## config.mk

```make
export PLATFORM = sky130hd
export DESIGN_NAME = tent_sweep_ctrl
export DESIGN_NICKNAME = d
export VERILOG_FILES = /design/src/rtl/tent_pkg.sv /design/src/rtl/sync_fifo.sv /design/src/rtl/tent_sweep_ctrl.sv
export SDC_FILE = /design/constraint.sdc
export NUM_CORES = 1
export LEC_CHECK = 0
export CAP_MARGIN = 20
export CORE_MARGIN = 2
export CORE_UTILIZATION = 56
export CTS_BUF_LIST = sky130_fd_sc_hd__clkbuf_16
export CTS_CLUSTER_DIAMETER = 100
export CTS_CLUSTER_SIZE = 12
export DETAILED_ROUTE_END_ITERATION = 16
export PLACE_DENSITY = 0.8
export RECOVER_POWER = 25
export SKIP_LAST_GASP = 1
export SYNTH_ARGS = -nofsm -noshare
export SYNTH_HDL_FRONTEND = slang
export SYNTH_SLANG_ARGS = --single-unit
```

## constraint.sdc

```tcl
create_clock -name CLK -period 6.9 [get_ports CLK]
set_input_delay 1.035 -clock CLK [delete_from_list [all_inputs] [get_ports CLK]]
set_output_delay 1.035 -clock CLK [all_outputs]
set_load 0.005 [all_outputs]
```

## src/rtl/tent_pkg.sv

```systemverilog
// Shared types for the tent-map sweep sequencer: FSM states, widths and the
// (mu, result, last) record that travels through the output FIFO.
package tent_pkg;

    localparam int DATA_W = 16;
    localparam int ITER_W = 8;

    typedef enum logic [2:0] {
        IDLE   = 3'd0,
        SET    = 3'd1,
        RUN    = 3'd2,
        PUSH   = 3'd3,
        FINISH = 3'd4
    } state_t;

    typedef struct packed {
        logic [DATA_W-1:0] mu;
        logic [DATA_W-1:0] data;
        logic              last;
    } sweep_entry_t;

    // tentCycle compares its ITER_W-bit counter against times, so anything
    // above the ceiling would never match and the point would hang forever.
    function automatic logic [DATA_W-1:0] clamp_iter(
        input logic [DATA_W-1:0] req,
        input logic [DATA_W-1:0] ceiling
    );
        return (req > ceiling) ? ceiling : req;
    endfunction

endpackage

```

## src/rtl/sync_fifo.sv

```systemverilog
// Single-clock first-word-fall-through FIFO; head entry is on rd_data whenever
// empty=0. A write while full is accepted only if a read happens in the same cycle.
module sync_fifo #(
    parameter int WIDTH = 33,
    parameter int DEPTH = 8
) (
    input  logic             clk,
    input  logic             rst,
    input  logic             wr_en,
    input  logic [WIDTH-1:0] wr_data,
    input  logic             rd_en,
    output logic [WIDTH-1:0] rd_data,
    output logic             full,
    output logic             empty
);

    localparam int AW    = $clog2(DEPTH);
    localparam int CNT_W = AW + 1;

    logic [WIDTH-1:0] mem_q [DEPTH];
    logic [AW-1:0]    wr_ptr_q, wr_ptr_d;
    logic [AW-1:0]    rd_ptr_q, rd_ptr_d;
    logic [CNT_W-1:0] count_q, count_d;
    logic             do_rd;
    logic             do_wr;

    assign empty   = (count_q == '0);
    assign full    = (count_q == CNT_W'(DEPTH));
    assign do_rd   = rd_en & ~empty;
    assign do_wr   = wr_en & (~full | do_rd);
    assign rd_data = mem_q[rd_ptr_q];

    always_comb begin
        wr_ptr_d = wr_ptr_q;
        rd_ptr_d = rd_ptr_q;
        count_d  = count_q;
        if (do_wr) begin
            wr_ptr_d = wr_ptr_q + AW'(1);
        end
        if (do_rd) begin
            rd_ptr_d = rd_ptr_q + AW'(1);
        end
        case ({do_wr, do_rd})
            2'b10:   count_d = count_q + CNT_W'(1);
            2'b01:   count_d = count_q - CNT_W'(1);
            default: count_d = count_q;
        endcase
    end

    always_ff @(posedge clk or posedge rst) begin
        if (rst) begin
            wr_ptr_q <= '0;
            rd_ptr_q <= '0;
            count_q  <= '0;
        end else begin
            wr_ptr_q <= wr_ptr_d;
            rd_ptr_q <= rd_ptr_d;
            count_q  <= count_d;
        end
    end

    // Storage needs no reset: nothing is visible until count_q says so.
    always_ff @(posedge clk) begin
        if (do_wr) begin
            mem_q[wr_ptr_q] <= wr_data;
        end
    end

endmodule

```

## src/rtl/tent_sweep_ctrl.sv

```systemverilog
// Sweeps mu over a programmed range, runs tentCycle once per point and queues
// each (mu, result, last) record into a FWFT output FIFO for the readout logic.
module tent_sweep_ctrl
    import tent_pkg::*;
#(
    parameter int FIFO_DEPTH = 8,
    parameter int MAX_ITER   = 255
) (
    input  logic        CLK,
    input  logic        RST,
    input  logic        start,
    input  logic [15:0] mu_start,
    input  logic [15:0] mu_step,
    input  logic [15:0] n_points,
    input  logic [15:0] x0_cfg,
    input  logic [15:0] iter_cfg,
    output logic        busy,
    output logic        cyc_dset,
    output logic [15:0] cyc_dzero,
    output logic [15:0] cyc_times,
    output logic [15:0] cyc_mu,
    input  logic        cyc_done,
    input  logic [15:0] cyc_result,
    output logic        out_valid,
    input  logic        out_ready,
    output logic [15:0] out_mu,
    output logic [15:0] out_data,
    output logic        out_last
);

    localparam logic [DATA_W-1:0] ITER_CEIL = DATA_W'(MAX_ITER);

    state_t            state_q, state_d;
    logic [DATA_W-1:0] mu_q, mu_d;
    logic [DATA_W-1:0] step_q, step_d;
    logic [DATA_W-1:0] x0_q, x0_d;
    logic [DATA_W-1:0] times_q, times_d;
    logic [DATA_W-1:0] remain_q, remain_d;
    logic [DATA_W-1:0] result_q, result_d;
    logic              busy_q, busy_d;
    logic              dset_q, dset_d;

    sweep_entry_t      push_entry;
    sweep_entry_t      head_entry;
    logic              fifo_wr;
    logic              fifo_full;
    logic              fifo_empty;
    logic              pop;
    logic              push_ok;
    logic              is_last;

    assign is_last = (remain_q == DATA_W'(1));
    assign pop     = ~fifo_empty & out_ready;
    // A full FIFO still takes the new record when the head leaves this cycle.
    assign push_ok = ~fifo_full | pop;

    assign push_entry.mu   = mu_q;
    assign push_entry.data = result_q;
    assign push_entry.last = is_last;

    always_comb begin
        state_d  = state_q;
        mu_d     = mu_q;
        step_d   = step_q;
        x0_d     = x0_q;
        times_d  = times_q;
        remain_d = remain_q;
        result_d = result_q;
        busy_d   = busy_q;
        dset_d   = dset_q;
        fifo_wr  = 1'b0;

        case (state_q)
            IDLE: begin
                if (start) begin
                    mu_d     = mu_start;
                    step_d   = mu_step;
                    x0_d     = x0_cfg;
                    times_d  = clamp_iter(iter_cfg, ITER_CEIL);
                    remain_d = n_points;
                    if (n_points != '0) begin
                        state_d = SET;
                        busy_d  = 1'b1;
                        dset_d  = 1'b1;
                    end
                end
            end
            SET: begin
                state_d = RUN;
                dset_d  = 1'b0;
            end
            RUN: begin
                // Dset clears done asynchronously, so the first sample here is trustworthy.
                if (cyc_done) begin
                    result_d = cyc_result;
                    state_d  = PUSH;
                end
            end
            PUSH: begin
                if (push_ok) begin
                    fifo_wr = 1'b1;
                    dset_d  = 1'b1;
                    if (is_last) begin
                        state_d = FINISH;
                        busy_d  = 1'b0;
                    end else begin
                        mu_d     = mu_q + step_q;
                        remain_d = remain_q - DATA_W'(1);
                        state_d  = SET;
                    end
                end
            end
            FINISH: begin
                state_d = IDLE;
            end
            default: begin
                state_d = IDLE;
                busy_d  = 1'b0;
                dset_d  = 1'b1;
            end
        endcase
    end

    always_ff @(posedge CLK or posedge RST) begin
        if (RST) begin
            state_q  <= IDLE;
            mu_q     <= '0;
            step_q   <= '0;
            x0_q     <= '0;
            times_q  <= '0;
            remain_q <= '0;
            result_q <= '0;
            busy_q   <= 1'b0;
            dset_q   <= 1'b1;
        end else begin
            state_q  <= state_d;
            mu_q     <= mu_d;
            step_q   <= step_d;
            x0_q     <= x0_d;
            times_q  <= times_d;
            remain_q <= remain_d;
            result_q <= result_d;
            busy_q   <= busy_d;
            dset_q   <= dset_d;
        end
    end

    assign busy      = busy_q;
    assign cyc_dset  = dset_q;
    assign cyc_dzero = x0_q;
    assign cyc_times = times_q;
    assign cyc_mu    = mu_q;

    sync_fifo #(
        .WIDTH ($bits(sweep_entry_t)),
        .DEPTH (FIFO_DEPTH)
    ) u_out_fifo (
        .clk     (CLK),
        .rst     (RST),
        .wr_en   (fifo_wr),
        .wr_data (push_entry),
        .rd_en   (out_ready),
        .rd_data (head_entry),
        .full    (fifo_full),
        .empty   (fifo_empty)
    );

    assign out_valid = ~fifo_empty;
    assign out_mu    = head_entry.mu;
    assign out_data  = head_entry.data;
    assign out_last  = head_entry.last & ~fifo_empty;

endmodule

```

==> out/metrics.cfg <==
[status]
outcome = complete, no violations

[global_routing]
groute.usage.overall = 0.2317
grt_first_pass_wirelength_um = 50890
grt_antenna_before_repair = 1
gr-total-overflow = 0
grt_pass1_vias = 9093
grt_start_max_net_pins = 65

[floorplanning]
fp-row-count = 60
floorplan_die_area_mm2 = 0.02907
die_y_um = 170.5
io_count = 185
fp.dieW_um = 170.5
coreArea_mm2 = 0.02710
initial_utilization = 0.5728

[critical_path]
timing.critical_path.required_ps = 5860
critical_path_arrival_ps = 3470
kind_of_launch_point_of_the_worst_setup_path = flop
crit_type = flop to primary output
crit_path_max_fanout = 37
critical_path.endpoint_type = primary output

[clocking]
post-cts-setup-buffer-count = 0
cts_sinks = 375
clkLatencyLatePin_ps = 530
clk_path_buf_depth = 3
ctsResizeCount = 0
tritoncts = done
clock_input_transition_at_the_sequential_cells_of_the_worst_setup_and_hold_paths_ps = 60
cts_hold_fix_bufs = 0
cts-root-buf = sky130_fd_sc_hd__clkbuf_16
htree_levels = 2
cts_made_buffers = 37

[power]
cellPowerDensity_mw_per_mm2 = 459.5
vdd_ir_drop_max_mv = 0.2585
leakage_nw = 6.777

[sta]
slew_headroom = 0.3530
setup-tns-final_ps = 0
fin_worst_skew_ps = 16.00
tightestPinTransition_ps = 970.4
final_hold_viol_count = 0
fmaxAchievable_ghz = 0.2219
post-route-period-util = 0.6531
worst_slack_ps = 2394
slew_viol_final = 0
grt_setup_unrepaired = no
final-setup-viol-count = 0
min_period_ps = 4506

[logic_synthesis]
post-synth-top-area-cell = sky130_fd_sc_hd__edfxtp_1
ys.warnings.count = 0
seq_area_frac_synth = 0.6897
ys.flop_type = sky130_fd_sc_hd__edfxtp_1
synthesized_net_count = 1044
post_synth_main_area_contributors = sky130_fd_sc_hd__edfxtp_1 (51%), sky130_fd_sc_hd__dfrtp_1 (18%), sky130_fd_sc_hd__mux4_2 (9.6%), sky130_fd_sc_hd__mux2_1 (3.6%), sky130_fd_sc_hd__mux2_2 (2.5%)
synth_async_sr_flop_share = 0.2960
yosys.cell_types.count = 69
post-synth-top-area-fraction = 0.5107
yosys_register_bits = 375
synth-edff-count = 264
synth.avg_cell_area_um2 = 16.87
post_synth_inst_count = 920
post_synth_instance_area_mm2 = 0.01552

[place]
gp_congestion = 0.8132
portBuffers = 184
detailedPlace.worstSlack_ps = 2886
placed_cell_area_mm2 = 0.01782
post-dp-hpwl_um = 20420

[detailed_routing]
route.detailed.wl_per_inst_um = 21.75
drt_drc_violations_left = 0
via_count = 8913
drt.antenna.violating_nets = 0
avgViaCountPerCell = 5.895
detailedRoute.firstIterationViolations = 869
dr.pass1.iters = 5
routed_wirelength_um = 32890

[flow_run]
max_cap_viol_count = 0

[min_path]
timing.hold.worst.class = flop to flop

[finish]
diodes = 0
fin_nets = 1239
layout-drive-gt1-share = 0.1658
flow.area_growth_from_synthesis_pct = 21.89
final_cell_area_mm2 = 0.01892

==> final timing paths <==
check	from	end	slack, ps	depth (start not counted)
worst min-delay path	cyc_dzero[4]	cyc_dzero[4]	480	1
max in group asynchronous	RST	u_out_fifo.rd_ptr_q[0]	4540	3
min in group asynchronous	RST	cyc_dzero[3]	980	2
worst max register to register	state_q[2]	u_out_fifo.mem_q[3][16]	3690	6
worst min register to register	cyc_dzero[4]	cyc_dzero[4]	480	1
worst max-delay path	u_out_fifo.rd_ptr_q[0]	out_data[15]	2390	4
==> layout make-up <==
cell class                 instances  area (um^2)
fill                            1763         8179
sequential                       375        10710
timing repair buffer             202         1989
clock buffer                      38        950.9
multi-input combinational        489         4629
tap                              372        465.4
inverter                          10        40.04
clock inverter                    26        133.9
==> routing by layer <==
layer / wire length (um) / up-vias / global-route usage
li1: - / 3988 / -
met1: 13680 / 4507 / 0.3178
met2: 16110 / 359 / 0.3826
met3: 2404 / 57 / 0.04997
met4: 674 / 2 / 0.06094
met5: 13 / - / 0
==> placed cells by master, fill, tap and decap left out, types with 11 or more instances in the layout <==
cell type | netlist | layout
sky130_fd_sc_hd__edfxtp_1 | 264 | 264
sky130_fd_sc_hd__clkdlybuf4s50_1 | 0 | 184
sky130_fd_sc_hd__dfrtp_1 | 110 | 107
sky130_fd_sc_hd__mux4_2 | 66 | 66
sky130_fd_sc_hd__mux2_1 | 49 | 49
sky130_fd_sc_hd__nand2_1 | 46 | 46
sky130_fd_sc_hd__a21oi_1 | 45 | 45
sky130_fd_sc_hd__clkbuf_16 | 0 | 38
sky130_fd_sc_hd__nor2_1 | 37 | 36
sky130_fd_sc_hd__mux2_2 | 34 | 34
sky130_fd_sc_hd__inv_1 | 6 | 28
sky130_fd_sc_hd__o21ai_1 | 24 | 24
sky130_fd_sc_hd__ha_1 | 22 | 22
sky130_fd_sc_hd__buf_4 | 1 | 17
sky130_fd_sc_hd__xor2_1 | 13 | 13
sky130_fd_sc_hd__nor3_1 | 15 | 11
sky130_fd_sc_hd__nand3_1 | 11 | 11
==> cell usage after synthesis, types with 3 or more instances <==
cell type	instances
sky130_fd_sc_hd__nand3_1	11
sky130_fd_sc_hd__inv_2	4
sky130_fd_sc_hd__nor3_1	15
sky130_fd_sc_hd__and2_1	4
sky130_fd_sc_hd__o21bai_1	3
sky130_fd_sc_hd__a21o_1	8
sky130_fd_sc_hd__a31oi_1	5
sky130_fd_sc_hd__mux2_2	34
sky130_fd_sc_hd__nor2b_1	10
sky130_fd_sc_hd__nor2_1	37
sky130_fd_sc_hd__o21ai_0	10
sky130_fd_sc_hd__nand2_1	46
sky130_fd_sc_hd__a211oi_1	4
sky130_fd_sc_hd__mux4_2	66
sky130_fd_sc_hd__o22a_1	8
sky130_fd_sc_hd__clkbuf_1	24
sky130_fd_sc_hd__xnor2_1	7
sky130_fd_sc_hd__buf_2	13
sky130_fd_sc_hd__and3_1	5
sky130_fd_sc_hd__mux2_1	49
sky130_fd_sc_hd__xor2_1	13
sky130_fd_sc_hd__a21oi_1	45
sky130_fd_sc_hd__inv_1	6
sky130_fd_sc_hd__edfxtp_1	264
sky130_fd_sc_hd__o21ai_1	24
sky130_fd_sc_hd__nor4_1	10
sky130_fd_sc_hd__o22ai_1	5
sky130_fd_sc_hd__dfrtp_1	110
sky130_fd_sc_hd__buf_1	6
sky130_fd_sc_hd__nand4_1	3
sky130_fd_sc_hd__ha_1	22
==> logic make-up (layout without fill, tap and decap cells) <==
family | after synthesis | in the layout | share of synthesized area
simple gates | 162 | 162 | 0.05336
buf+inv | 56 | 276 | 0.01580
compound gates | 134 | 134 | 0.05425
fa+ha+maj | 23 | 23 | 0.01902
xor+xnor | 20 | 20 | 0.01128
flops | 375 | 375 | 0.6897
mux | 150 | 150 | 0.1566
==> worst max-delay path, stage by stage (launching register included) <==
cell	delay (ps)
sky130_fd_sc_hd__dfrtp_4	920
sky130_fd_sc_hd__buf_4	640
sky130_fd_sc_hd__mux4_2	600
sky130_fd_sc_hd__mux2_2	290
sky130_fd_sc_hd__clkdlybuf4s50_1	470
==> state kept, by name (all words and copies together), names as in the netlist <==
name / cells
cyc_dset: 1
u_out_fifo.rd_ptr_q: 3
u_out_fifo.count_q: 4
result_q: 16
cyc_times: 16
remain_q: 16
u_out_fifo.wr_ptr_q: 3
cyc_dzero: 16
u_out_fifo.mem_q: 264
cyc_mu: 16
busy: 1
state_q: 3
step_q: 16
==> report_power, final <==
| group | internal [mW] | leakage [nW] | switching (mW) |
|---|---|---|---|
| Clock | 1.00 | 0.614 | 0.807 |
| Sequential | 3.18 | 3.69 | 0.638 |
| Combinational | 1.67 | 2.48 | 1.40 |
| Total | 5.85 | 6.78 | 2.85 |
==> per-stage QoR <==
stage	power, mW	hold slack, ps	std cells	utilization
global placement	6.815	465.4	1447	0.6574
global route	9.197	510.9	1512	0.6982
floorplan	5.672	454.9	920	-
CTS	8.768	489.0	1511	0.6975
detailed placement	6.929	474.5	1447	0.6574
finish	8.696	483.1	1512	0.6982
Note: power is estimated with default switching activity, not from simulation.
